===== config.mk =====
export PLATFORM = sky130hd
export DESIGN_NAME = io_input_conditioner_flat
export DESIGN_NICKNAME = d
export VERILOG_FILES = /design/src/rtl/io_pkg.sv /design/src/rtl/io_input_conditioner_if.sv /design/src/rtl/io_debounce_cell.sv /design/src/rtl/io_input_conditioner.sv /design/src/flat_wrapper.sv
export SDC_FILE = /design/constraint.sdc
export NUM_CORES = 1
export LEC_CHECK = 0
export ABC_AREA = 1
export CAP_MARGIN = 15
export CORE_ASPECT_RATIO = 0.9
export CORE_MARGIN = 4
export CORE_UTILIZATION = 58
export DETAILED_ROUTE_END_ITERATION = 8
export HOLD_SLACK_MARGIN = 0.05
export PLACE_DENSITY_LB_ADDON = 0.12
export REMOVE_ABC_BUFFERS = 1
export SYNTH_ARGS = -nofsm -noshare
export SYNTH_HDL_FRONTEND = slang
export SYNTH_HIERARCHICAL = 1
export SYNTH_SLANG_ARGS = --single-unit

===== constraint.sdc =====
create_clock -name clk -period 2.3 [get_ports clk]
set_clock_uncertainty 0.2 [all_clocks]
set_input_delay 0.345 -clock clk [delete_from_list [all_inputs] [get_ports clk]]
set_output_delay 0.345 -clock clk [all_outputs]
set_load 0.02 [all_outputs]

===== src/rtl/io_pkg.sv =====
// io_pkg: default parameters and counter sizing for io_input_conditioner
package io_pkg;
    localparam int IO_SW_WIDTH       = 8;
    localparam int IO_BTN_COUNT      = 1;
    localparam int IO_SYNC_STAGES    = 2;
    localparam int IO_DEBOUNCE_SIM   = 4;
    localparam int IO_DEBOUNCE_BOARD = 1_000_000;

    function automatic int cnt_width(input int cycles);
        return $clog2(cycles) + 1;
    endfunction
endpackage


===== src/rtl/io_input_conditioner_if.sv =====
// io_input_conditioner_if: snapshot valid/ack handshake; overrun exists only with IO_SNAPSHOT_OVERRUN_EN
interface io_input_conditioner_if #(parameter int SW_WIDTH = io_pkg::IO_SW_WIDTH);
    logic [SW_WIDTH-1:0] sw_snapshot;
    logic                snapshot_valid;
    logic                snapshot_ack;
`ifdef IO_SNAPSHOT_OVERRUN_EN
    logic                overrun;
    modport master(output sw_snapshot, snapshot_valid, overrun, input snapshot_ack);
    modport slave(input sw_snapshot, snapshot_valid, overrun, output snapshot_ack);
`else
    modport master(output sw_snapshot, snapshot_valid, input snapshot_ack);
    modport slave(input sw_snapshot, snapshot_valid, output snapshot_ack);
`endif
endinterface


===== src/rtl/io_debounce_cell.sv =====
// io_debounce_cell: one-bit synchroniser followed by a consecutive-difference debouncer
module io_debounce_cell
    import io_pkg::*;
#(
    parameter int SYNC_STAGES     = IO_SYNC_STAGES,
    parameter int DEBOUNCE_CYCLES = IO_DEBOUNCE_SIM
) (
    input  logic clk,
    input  logic rst,
    input  logic d,
    output logic q
);
    localparam int CW = cnt_width(DEBOUNCE_CYCLES);

    logic [SYNC_STAGES-1:0] sync;
    logic [CW-1:0]          cnt;
    logic                   s;

    assign s = sync[SYNC_STAGES-1];

    // any return of s to q restarts the count, so short glitches never reach q
    always_ff @(posedge clk) begin
        if (rst) begin
            sync <= '0;
            cnt  <= '0;
            q    <= 1'b0;
        end else begin
            sync <= {sync[SYNC_STAGES-2:0], d};
            if (s == q) begin
                cnt <= '0;
            end else if (cnt == CW'(DEBOUNCE_CYCLES - 1)) begin
                q   <= s;
                cnt <= '0;
            end else begin
                cnt <= cnt + CW'(1);
            end
        end
    end
endmodule


===== src/rtl/io_input_conditioner.sv =====
// io_input_conditioner: debounced switches/buttons, press pulses and a button-0 switch snapshot.
// Define IO_SNAPSHOT_OVERRUN_EN to flag captures that overwrite an unconsumed snapshot.
module io_input_conditioner
    import io_pkg::*;
#(
    parameter int SW_WIDTH        = IO_SW_WIDTH,
    parameter int BTN_COUNT       = IO_BTN_COUNT,
    parameter int SYNC_STAGES     = IO_SYNC_STAGES,
    parameter int DEBOUNCE_CYCLES = IO_DEBOUNCE_SIM
) (
    input  logic                  clk,
    input  logic                  rst,
    input  logic [SW_WIDTH-1:0]   switches,
    input  logic [BTN_COUNT-1:0]  button,
    output logic [SW_WIDTH-1:0]   sw_stable,
    output logic [BTN_COUNT-1:0]  btn_level,
    output logic [BTN_COUNT-1:0]  btn_press,
    io_input_conditioner_if.master snap
);
    localparam int N = SW_WIDTH + BTN_COUNT;

    logic [N-1:0]         raw;
    logic [N-1:0]         clean;
    logic [BTN_COUNT-1:0] btn_level_d;

    assign raw = {button, switches};

    for (genvar i = 0; i < N; i++) begin : g_cell
        io_debounce_cell #(
            .SYNC_STAGES    (SYNC_STAGES),
            .DEBOUNCE_CYCLES(DEBOUNCE_CYCLES)
        ) u_cell (
            .clk(clk),
            .rst(rst),
            .d  (raw[i]),
            .q  (clean[i])
        );
    end

    assign sw_stable = clean[SW_WIDTH-1:0];
    assign btn_level = clean[N-1:SW_WIDTH];

    // a new capture takes priority over a same-cycle ack
    always_ff @(posedge clk) begin
        if (rst) begin
            btn_level_d         <= '0;
            btn_press           <= '0;
            snap.sw_snapshot    <= '0;
            snap.snapshot_valid <= 1'b0;
        end else begin
            btn_level_d <= btn_level;
            btn_press   <= btn_level & ~btn_level_d;
            if (btn_press[0]) begin
                snap.sw_snapshot    <= sw_stable;
                snap.snapshot_valid <= 1'b1;
            end else if (snap.snapshot_valid && snap.snapshot_ack) begin
                snap.snapshot_valid <= 1'b0;
            end
        end
    end

`ifdef IO_SNAPSHOT_OVERRUN_EN
    always_ff @(posedge clk) begin
        if (rst) begin
            snap.overrun <= 1'b0;
        end else if (btn_press[0]) begin
            if (snap.snapshot_valid && !snap.snapshot_ack) snap.overrun <= 1'b1;
        end else if (snap.snapshot_valid && snap.snapshot_ack) begin
            snap.overrun <= 1'b0;
        end
    end
`endif
endmodule


===== src/flat_wrapper.sv =====
// flat-port wrapper written by rule: the top's interface ports become plain ports
module io_input_conditioner_flat import io_pkg::*;
#(
    parameter int SW_WIDTH        = IO_SW_WIDTH,
    parameter int BTN_COUNT       = IO_BTN_COUNT,
    parameter int SYNC_STAGES     = IO_SYNC_STAGES,
    parameter int DEBOUNCE_CYCLES = IO_DEBOUNCE_SIM
)
  (clk, rst, switches, button, sw_stable, btn_level, btn_press, snap_sw_snapshot, snap_snapshot_valid, snap_snapshot_ack);
  io_input_conditioner_if #(.SW_WIDTH(SW_WIDTH)) snap_i ();
  input  logic clk;
  input  logic rst;
  input  logic [SW_WIDTH-1:0] switches;
  input  logic [BTN_COUNT-1:0] button;
  output logic [SW_WIDTH-1:0] sw_stable;
  output logic [BTN_COUNT-1:0] btn_level;
  output logic [BTN_COUNT-1:0] btn_press;
  output wire logic [$bits(snap_i.sw_snapshot)-1:0] snap_sw_snapshot;
  output wire logic [$bits(snap_i.snapshot_valid)-1:0] snap_snapshot_valid;
  input wire logic [$bits(snap_i.snapshot_ack)-1:0] snap_snapshot_ack;
  assign snap_sw_snapshot = snap_i.sw_snapshot;
  assign snap_snapshot_valid = snap_i.snapshot_valid;
  assign snap_i.snapshot_ack = snap_snapshot_ack;
  io_input_conditioner #(.SW_WIDTH(SW_WIDTH), .BTN_COUNT(BTN_COUNT), .SYNC_STAGES(SYNC_STAGES), .DEBOUNCE_CYCLES(DEBOUNCE_CYCLES)) u_core (.clk(clk), .rst(rst), .switches(switches), .button(button), .sw_stable(sw_stable), .btn_level(btn_level), .btn_press(btn_press), .snap(snap_i));
endmodule

[Yosys cells after proc, flatten, opt, wreduce, memory -nomap -nowiden]
Cells that the tools add are included.
Storage, ports and cells
  register bits after elaboration: 65
  input bits: 12
  output and inout bits: 19
  word-level logic and storage cells: 91
Cells by class
  $add $sub $neg: 9
  eq/ne operators: 18
  multiplexer cells: 2
  bitwise logic cells: 11
  reductions and logical operators: 20
Operators with widths (count)
  $add A3 B1 Y3 const B: 9
  $eq A3 B2 Y1 const B: 9
  $reduce_or A3 Y1: 9
  $reduce_and A2 Y1: 9
  $not A1 Y1: 10
  $eq A1 B1 Y1: 9
  $mux W1: 2
  $reduce_bool A2 Y1: 1
  $and A1 B1 Y1: 1
  $logic_and A1 B1 Y1: 1

[Depth between registers and ports, before layout]
Gate-level depths: netlist of the first run.
  depth in word-level cells: 3
  depth in mapped cells: 5
  depth with buffers taken out: 5

[By module]
The synthesis of the first run kept the hierarchy.
Modules (own cells, without submodules)
  io_debounce_cell: times used 9, cells an instance 27, area an instance 226.5 µm², seq. area each 120.1 µm²
  io_input_conditioner: times used 1, cells an instance 43, area an instance 356.6 µm², seq. area each 220.2 µm²

[Worst setup path before layout of the first run]
Ideal clock, no wire load.
  kind: register -> register
  start: reg u_core.g_cell[0].u_cell.cnt[0]
  end: reg u_core.g_cell[0].u_cell.cnt[0]
  library setup time: 0.064 ns
  arrival time: 0.950 ns
  required time: 2.036 ns
  slack: 1.086 ns
  cell stages (with the launch flop): 6
  buffers on the path: 0
  period minus slack after synthesis: 1.214 ns
  cells stage by stage: dfxtp_1 -> ha_1 -> ha_1 -> nor2_2 -> nand3_2 -> nor2_1
Between the ends
  cells in the longest elaborated chain, start to end: 2
  elaborated cells between the ends (all ways): 3
  those cells by class: add/sub (1); eq/ne (1); reduce/logical (1)
Ends and longest elaborated chain
  start, declared: RTL line io_debounce_cell.sv:16  | logic [CW-1:0] cnt;
  start signal, assigned: RTL line io_debounce_cell.sv:35  | cnt <= cnt + CW'(1);
  branches (longest 2 deep; another with $add A3 B1 Y3)
Several ways; the timed one is not identified.
A chain may end at the register's enable or synchronous reset.

[Final worst setup path of the first run]
  start: reg u_core.btn_press
  end: out btn_press
RTL lines
  start, declared: RTL line io_input_conditioner.sv:17  | output logic [BTN_COUNT-1:0] btn_press,
  start signal, assigned: RTL line io_input_conditioner.sv:52  | btn_press <= btn_level & ~btn_level_d;
  end, declared: RTL line flat_wrapper.sv:17  | output logic [BTN_COUNT-1:0] btn_press;
No word-level cell between the ends.

==> qor.csv, run 1 <==
stage,metric,value,unit
cts,cts_root_buf,clkbuf_8,
detailed_routing,num_vias,1734,
power,clkPwrFrac,37.9,%
layout,final_layout_size_suffix_gt1_share,9.668,%
cts,clk_latency,0.33,ns
critical_path,path_buf_inv,1,
floorplanning,core,0.003836,mm2
layout,nFillCells,288,
synth,avgSynthCellArea,8.373,um2
cts,clkSinkCount,65,
cts,htree_num_levels,3,
critical_path,crit_path_end_kind,output pin,
cts,post-cts-setup-buffers,0,
place,hpwl,2745,um
synth,synthArstFlopShare,0,%
global_route,grt_pass1_vias,1600,
floorplanning,die-area,0.005222,mm2
place,io_buffers,30,
power,p_sw,0.0004166,W
global_route,grt_pass1_wl,6610,um
global_route,grt_antenna_before_repair,0,
critical_path,crit_fanout,10,
floorplanning,die_w,75.73,um
critical_path,worstPathRequired,1.75,ns
synth,synthCells,286,
layout,final_util,75.90,%
critical_path,start_kind,flip-flop,
synth,ys_types,11,
global_route,grt_usage,17.63,%
synth,ys_seq_area_share,54.34,%
hold_path,hp-class,flip-flop to flip-flop,
sta,fin_crit,2.033,ns
critical_path,crit_family,buffers and inverters,
detailed_routing,drtIter0Drc,52,
sta,rsz0062_at_grt,false,
sta,slew_viol_final,0,
sta,slew_headroom,73.83,%
synth,synth_common_cells,"80 x nor2_1, 66 x inv_1, 65 x dfxtp_1",
cts,path_clk_slew,0.06,ns
global_route,grt_overflow_total,0,
power,p_seq_share,58.5,%
sta,tightest_slew,0.3926,ns
sta,max_freq,0.4919,GHz
critical_path,arrival,1.49,ns
cts,cts_tree,yes,
critical_path,critical-path-max-stage-delay,0.67,ns
cts,post_cts_resized,0,
floorplanning,row_count,21,
layout,syn_to_final_growth,21.58,%
flow_run,cap_violations,0,
critical_path,path_cells,clkdlybuf4s50_1,
power,switching_share,21.09,%
cts,postCtsHoldBufs,0,
synth,ys_ff_latch,65,
layout,fin_nets,358,
synth,yosysWarnings,6,
detailed_routing,wl_per_cell,9.849,um
place,gp_congestion,0.7053,
synth,yosys_most_used_dff,dfxtp_1,
outcome,status,"complete, no violations",
synth,synth_top_area_share,54.34,%
floorplanning,die_y,68.96,um
power,combinationalPowerShare,3.7,%
detailed_routing,ant_nets,0,
power,p_leak,1.289,nW
sta,setup_violations,0,
cts,cts_buffer_depth,2,
synth,yosysTopAreaCell,dfxtp_1,
sta,finalHoldViolations,0,
critical_path,worstSetupPathType,flip-flop to output pin,
cts,numCtsBuffers,9,
sta,fin_setup_tns,0,ns
floorplanning,ios,31,
detailed_routing,drc_errors,0,
layout,diodes,0,
power,internal_power,0.001559,W
power,peakVddDrop,0.0005560,V
sta,min_period_over_period,88.39,%
detailed_routing,detail_route.first_pass.iterations,4,
detailed_routing,viasPerCell,4.599,
synth,synth.most_common_cell,nor2_1,
power,power.density,678.4,mW/mm2
synth,syn_area,0.002395,mm2
synth,netlist_top_cells_area,"dfxtp_1 54%, nor2_1 13%, inv_1 10%",
detailed_routing,postRouteWirelength,3713,um
critical_path,slowest_stage,clkdlybuf4s50_1,
synth,synth_edf_count,0,
floorplanning,initial_core_util,62.43,%
global_route,grt_max_degree,26,
-- area by class of cell --
cell class              instances  area, um2  area share [%]
inverters                      67      251.5           8.638
clock buffers                  13      138.9           4.770
well taps                      46      57.56           1.977
multi-input cells             154      842.1           28.92
clock inverters                 1      5.005          0.1719
repair buffers                 31      315.3           10.83
flip-flops and latches         65       1301           44.69
-- metrics by stage --
step	worst slack, ns	area [um2]	power, W	cells	hold slack (ns)
after floorplan	1.086	2395	0.001211	286	0.1743
after global placement	0.6127	2768	0.001249	363	0.1821
after detailed placement	0.5986	2768	0.001253	363	0.1872
after CTS	0.2390	2912	0.002003	377	0.1950
after global routing	0.1613	2912	0.002070	377	0.2046
final	0.2670	2912	0.001975	377	0.1912
-- logic make-up (layout without fill, tap and decap cells) --
family	after synthesis	after routing	share of synthesized area [%]
adder cells (fa/ha/maj)	18	18	9.405
AND/OR/NAND/NOR	127	127	23.72
buffers and inverters	67	112	10.50
AO/OA/AOI/OAI	9	9	2.038
flip-flops	65	65	54.34
-- power groups by stage --
stage	combinational, W	sequential (W)	clock [W]
after detailed placement	0.0000729	0.00118	0
after global routing	0.0000834	0.00116	0.000830
after global placement	0.0000695	0.00118	0
after CTS	0.0000733	0.00116	0.000775
final	0.0000721	0.00116	0.000748
after floorplan	0.0000334	0.00118	0
-- sequential cells by signal, indices dropped and copies added, names as in the netlist --
register and cells:
u_core/snap.snapshot_valid 1, u_core/g_cell.u_cell/q 9, u_core/btn_press 1, u_core/g_cell.u_cell/cnt 27, u_core/g_cell.u_cell/sync 18, u_core/btn_level_d 1, u_core/snap.sw_snapshot 8
-- per-layer routing --
| metal | GRT usage, % | up-vias | part of all wire (%) |
|---|---|---|---|
| li1 | - | 927 | - |
| met1 | 18.69 | 775 | 45 |
| met2 | 29.85 | 28 | 49 |
| met3 | 9.130 | 4 | 5.1 |
| met4 | 6.550 | 0 | 0.70 |
| met5 | 0 | - | 0 |
-- final timing paths --
kind / start / cells after the start / slack [ns] / endpoint
worst min register to register: u_core/btn_level_d / 1 / 0.19 / u_core/btn_press
worst max-delay path: u_core/btn_press / 1 / 0.27 / btn_press
worst max register to register: u_core/g_cell[2].u_cell/cnt[0] / 5 / 0.96 / u_core/g_cell[2].u_cell/cnt[1]
worst min-delay path: u_core/btn_level_d / 1 / 0.19 / u_core/btn_press
-- placed cells by master, fill, tap and decap left out, drive strengths merged, types with 8 or more instances in the layout --
master / instances
clkdlybuf4s50: 29
nor2: 89
clkbuf: 13
nor3: 10
nand3: 9
inv: 67
nand2: 19
o21ai: 8
ha: 18
dfxtp: 65
No activity file was read; power rests on OpenSTA's default activity.
==> run 2, diff against run 1 <==
Settings changed: SETUP_SLACK_MARGIN from default to 0.05.
==> results of run 2 <==
Same layout as run 1: the final DEF is identical, and so are final timing and power.
